[src/rtl/pipe_ctrl.sv]
// Pipeline sequencing controller: per-stage stall/flush generation for the in-order core,
// resolving data-memory wait, multicycle execute, taken jumps and load-use hazards.
module pipe_ctrl #(
    parameter int RADDR_WIDTH = 5,
    parameter int ADDR_WIDTH  = 32,
    parameter int MC_CYCLES   = 32,
    parameter int CNT_WIDTH   = 32
) (
    input  logic                   clk_i,
    input  logic                   rst_i,
    input  logic [RADDR_WIDTH-1:0] id_rs1_addr_i,
    input  logic [RADDR_WIDTH-1:0] id_rs2_addr_i,
    input  logic                   id_rs1_re_i,
    input  logic                   id_rs2_re_i,
    input  logic                   exe_load_i,
    input  logic [RADDR_WIDTH-1:0] exe_rd_addr_i,
    input  logic                   exe_mc_i,
    input  logic                   exe_jump_i,
    input  logic [ADDR_WIDTH-1:0]  exe_jump_addr_i,
    input  logic                   mem_wait_i,
    output logic [4:0]             stall_o,
    output logic [2:0]             flush_o,
    output logic                   jump_o,
    output logic [ADDR_WIDTH-1:0]  jump_addr_o,
    output logic                   mc_done_o,
    output logic                   busy_o,
    output logic [CNT_WIDTH-1:0]   stall_cnt_o,
    output logic [CNT_WIDTH-1:0]   flush_cnt_o
);

    typedef enum logic [0:0] {
        IDLE    = 1'b0,
        MC_BUSY = 1'b1
    } state_t;

    // The start cycle already counts as one stall cycle, hence the minus one.
    localparam logic [7:0] MC_LOAD = 8'(MC_CYCLES - 1);

    state_t               state_q, state_d;
    logic [7:0]           cnt_q, cnt_d;
    logic [CNT_WIDTH-1:0] stall_cnt_q, stall_cnt_d;
    logic [CNT_WIDTH-1:0] flush_cnt_q, flush_cnt_d;
    logic                 load_use_s;

    assign load_use_s = exe_load_i && (exe_rd_addr_i != {RADDR_WIDTH{1'b0}}) &&
                        ((id_rs1_re_i && (id_rs1_addr_i == exe_rd_addr_i)) ||
                         (id_rs2_re_i && (id_rs2_addr_i == exe_rd_addr_i)));

    // Hazard priority resolution: outputs and next state/count.
    always_comb begin
        stall_o     = 5'b00000;
        flush_o     = 3'b000;
        jump_o      = 1'b0;
        jump_addr_o = {ADDR_WIDTH{1'b0}};
        mc_done_o   = 1'b0;
        busy_o      = 1'b0;
        state_d     = state_q;
        cnt_d       = cnt_q;
        if (!rst_i) begin
            state_d = IDLE;
            cnt_d   = 8'd0;
        end else begin
            busy_o = (state_q == MC_BUSY);
            if (mem_wait_i) begin
                stall_o = 5'b11111;
            end else if (state_q == MC_BUSY) begin
                if (cnt_q != 8'd0) begin
                    stall_o = 5'b00111;
                    flush_o = 3'b100;
                    cnt_d   = cnt_q - 8'd1;
                end else begin
                    mc_done_o = 1'b1;
                    state_d   = IDLE;
                end
            end else if (exe_mc_i) begin
                stall_o = 5'b00111;
                flush_o = 3'b100;
                cnt_d   = MC_LOAD;
                state_d = MC_BUSY;
            end else if (exe_jump_i) begin
                jump_o      = 1'b1;
                jump_addr_o = exe_jump_addr_i;
                flush_o     = 3'b011;
            end else if (load_use_s) begin
                stall_o = 5'b00011;
                flush_o = 3'b010;
            end else begin
                stall_o = 5'b00000;
            end
        end
    end

    // Performance counter next values; outputs are already zero while in reset.
    always_comb begin
        stall_cnt_d = stall_cnt_q;
        flush_cnt_d = flush_cnt_q;
        if (!rst_i) begin
            stall_cnt_d = {CNT_WIDTH{1'b0}};
            flush_cnt_d = {CNT_WIDTH{1'b0}};
        end else begin
            stall_cnt_d = stall_cnt_q + CNT_WIDTH'(stall_o != 5'b00000);
            flush_cnt_d = flush_cnt_q + CNT_WIDTH'(jump_o);
        end
    end

    // State, down-counter and performance counter registers.
    always_ff @(posedge clk_i) begin
        if (!rst_i) begin
            state_q     <= IDLE;
            cnt_q       <= 8'd0;
            stall_cnt_q <= {CNT_WIDTH{1'b0}};
            flush_cnt_q <= {CNT_WIDTH{1'b0}};
        end else begin
            state_q     <= state_d;
            cnt_q       <= cnt_d;
            stall_cnt_q <= stall_cnt_d;
            flush_cnt_q <= flush_cnt_d;
        end
    end

    // Zero-gated in reset so every output reads 0 while rst_i is low.
    assign stall_cnt_o = rst_i ? stall_cnt_q : {CNT_WIDTH{1'b0}};
    assign flush_cnt_o = rst_i ? flush_cnt_q : {CNT_WIDTH{1'b0}};

endmodule

[config.mk]
export PLATFORM = sky130hd
export DESIGN_NAME = pipe_ctrl
export DESIGN_NICKNAME = d
export VERILOG_FILES = /design/src/rtl/pipe_ctrl.sv
export SDC_FILE = /design/constraint.sdc
export NUM_CORES = 1
export LEC_CHECK = 0
export BUFFER_PORTS_ARGS = -buffer_cell sky130_fd_sc_hd__clkbuf_2
export CAP_MARGIN = 40
export CORE_ASPECT_RATIO = 0.75
export CORE_UTILIZATION = 50
export CTS_CLUSTER_DIAMETER = 40
export DETAILED_ROUTE_END_ITERATION = 12
export HOLD_SLACK_MARGIN = 0.1
export PLACE_DENSITY = 0.81
export REMOVE_ABC_BUFFERS = 1
export SETUP_SLACK_MARGIN = 0.3
export SYNTH_ARGS = -nofsm -noshare
export SYNTH_HDL_FRONTEND = slang
export SYNTH_SLANG_ARGS = --single-unit
[constraint.sdc]
create_clock -name clk_i -period 3.8 [get_ports clk_i]
set_input_delay 0 -clock clk_i [delete_from_list [all_inputs] [get_ports clk_i]]
set_output_delay 0 -clock clk_i [all_outputs]
set_load 0.005 [all_outputs]
==> reports/results.tsv <==
stage	metric	value	unit
flow_run	drv_cap	0	
global_route	grt_usage	21.7	%
detailed_routing	drt_iter0_markers	172	
floorplanning	core_area	0.00842	mm²
yosys	yosys.area.top_type	dfxtp_1	
detailed_routing	m1WireLength	4560	µm
detailed_routing	routed_wl	9910	µm
clock_network	postCtsSetupBuffers	0	
pwr	power_switching	0.434	mW
floorplanning	die_h	82.6	µm
yosys	avgSynthCellArea	8.48	µm²
clock_network	cts_tree	yes	
clock_network	hold_buffers	2	
clock_network	path_clk_slew	0.06	ns
detailed_routing	drtAntennaViolNets	0	
sta	hold_viol	0	
status	outcome	complete, no violations	
setup_path	critical_path.max_stage_delay	0.36	ns
setup_path	cp_max_fo	5	
sta	fin_crit_sh	78.5	%
yosys	synth.distinct_cells	39	
yosys	synth_ff_type	dfxtp_1	
sta	worst-slew-pin-transition	0.699	ns
sta	fmax	335	MHz
global_route	overflow	0	
global_route	grt_pass1_wl	15600	µm
sta	rsz0062_at_grt	no	
setup_path	arrival	3.20	ns
placed_design	post_dp_cell_area	0.00522	mm²
clock_network	cts_buffers	9	
floorplanning	die-width	110	µm
detailed_routing	vias	3930	
sta	relSlewSlack	53.4	%
setup_path	path_buf_inv	1	
placed_design	io_buffers	161	
detailed_routing	wl_per_cell	12.8	µm
yosys	ys_async_sr_fraction	0	%
pwr	ir_worst_vdd	0.000303	V
yosys	yosys-top-cells-area	dfxtp_1 34%, and2_1 23%, xnor2_1 11%	
sta	setup_tns	0	ns
pwr	p_int	1.30	mW
setup_path	cpMaxStageDelayCell	dfxtp_1	
detailed_routing	wl_met2	4820	µm
detailed_routing	routed.top_layer	met4	
pwr	seq_power_share	45.5	%
detailed_routing	routed_via_density	5.06	
clock_network	worstSkewPairLatency	0.32	ns
cells_and_area	final_area	0.00553	mm²
clock_network	cts_buffer_depth	2	
detailed_routing	dr.pass1.iters	4	
pwr	clock_power_share	46.3	%
floorplanning	std_cell_rows	29	
setup_path	critPathLaunchType	flop	
cells_and_area	drive_above_1_share	28.8	%
global_route	antenna_found_initial	0	
detailed_routing	met3WireLength	436	µm
sta	setup_violations	0	
pwr	switching_share	25.1	%
pwr	power.total	1.73	mW
global_route	grt_max_degree	106	
setup_path	crit_top_cell	ha_1	
cells_and_area	fin_util	65.7	%
yosys	synth_edf_count	0	
setup_path	crit_required	4.01	ns
hold_path	min_path_type	primary input to flop	
setup_path	setup.worst_path.end_class	flop	
sta	fin_skew	0.00680	ns
setup_path	crit_chain	inv_1, ha_1, nor2b_1, and3_1, nor2_1, o21a_1, o21bai_1, ha_1, ha_1, nand2_1, nor4_4, nand3_1, xnor2_1, and2_1	
clock_network	htreeDepth	3	
clock_network	post_cts_resized	0	
yosys	ys_ff_latch	73	
yosys	syn_inst	511	
setup_path	crit_family	simple AND/OR/NAND/NOR gates	
sta	slew_viol_final	0	
sta	fin_crit	2.98	ns
cells_and_area	mostFrequentLayoutCells	160 x and2_1, 160 x clkbuf_2, 73 x dfxtp_1, 56 x xnor2_1, 34 x nand3_1	
clock_network	cts-root-buf	clkbuf_16	
clock_network	cts.sinks	73	
setup_path	critPathKind	flop to flop	
floorplanning	initial_core_util	51.5	%
placed_design	gp_congestion	0.820	
floorplanning	die-area	0.00905	mm²
floorplanning	io_pins	162	
cells_and_area	diodes	0	
yosys	yosys_warnings	0	
cells_and_area	nets	725	
detailed_routing	drc	0	
yosys	seq_area_frac_synth	33.7	%
yosys	syn_area	0.00433	mm²
pwr	p_leak	2.57	nW
placed_design	place.detailed.hpwl	7500	µm
global_route	grt_pass1_vias	3430	
yosys	synth_top_area_share	33.7	%
cells_and_area	area_growth	27.5	%
pwr	combPwrFrac	8.2	%
pwr	power_density	314	mW/mm²
[Yosys cell counts, types with 6 or more instances]
cell,instances
and2_1,160
dfxtp_1,73
xnor2_1,56
nand3_1,34
nand2_1,25
nand4_1,23
clkbuf_1,19
nor2_1,16
xor2_1,13
nor3_1,10
and3_1,9
o21ai_0,7
ha_1,6
inv_1,6
[power groups by stage]
stage / sequential (mW) / clock, mW / combinational (mW)
2_1_floorplan: 0.802 / 0 / 0.0660
3_3_place_gp: 0.804 / 0 / 0.132
3_5_place_dp: 0.805 / 0 / 0.140
4_1_cts: 0.788 / 0.826 / 0.143
5_1_grt: 0.790 / 0.857 / 0.158
6_report: 0.789 / 0.803 / 0.141
[path summary, 6_finish.rpt]
kind	cells past startpoint	endpoint	slack, ns	start
worst min-delay path	3	cnt_q[1]	0.23	rst_i
worst max register to register	14	stall_cnt_q[26]	0.82	cnt_q[0]
worst min register to register	2	cnt_q[7]	0.49	cnt_q[7]
worst max-delay path	14	stall_cnt_q[26]	0.82	cnt_q[0]
[metrics by stage]
step | hold WS, ns | worst slack [ns] | instances
6_report | 0.232 | 0.818 | 777
3_5_place_dp | 0.276 | 0.850 | 759
3_3_place_gp | 0.270 | 1.03 | 758
4_1_cts | 0.221 | 0.824 | 777
5_1_grt | 0.254 | 0.539 | 777
2_1_floorplan | 0.105 | -0.177 | 487
[registers in the layout, indices dropped and copies added, names as in the netlist]
signal	count
cnt_q	8
flush_cnt_q	32
stall_cnt_q	32
state_q	1
[cells by family (layout without fill, tap and decap cells)]
family          after synthesis  count (layout)  share of synthesized area, %
fa+ha+maj                     6               6                          1.73
compound gates               26              26                          4.07
xor+xnor                     69              69                          13.9
buf+inv                      30             188                          2.92
mux                           1               1                         0.260
flops                        73              73                          33.7
simple gates                306             306                          43.4
[layout make-up]
class / instances / area, µm²
repair buffers: 166 / 868
fillers: 737 / 2890
clock inverters: 7 / 61.3
clock buffers: 9 / 225
inverters: 6 / 22.5
well taps: 108 / 135
flip-flops and latches: 73 / 1460
multi-input cells: 408 / 2750
[metal layers]
metal | global-route usage (%) | vias to the layer above
li1 | - | 2010
met1 | 26.8 | 1804
met2 | 38.9 | 108
met3 | 4.47 | 8
met4 | 5.47 | 0
met5 | 0 | -
[worst min-delay path: stages]
cell and delay [ns]:
buf_2 0.13, buf_4 0.24, o211a_1 0.14
Power figures use the tool's default switching activity.
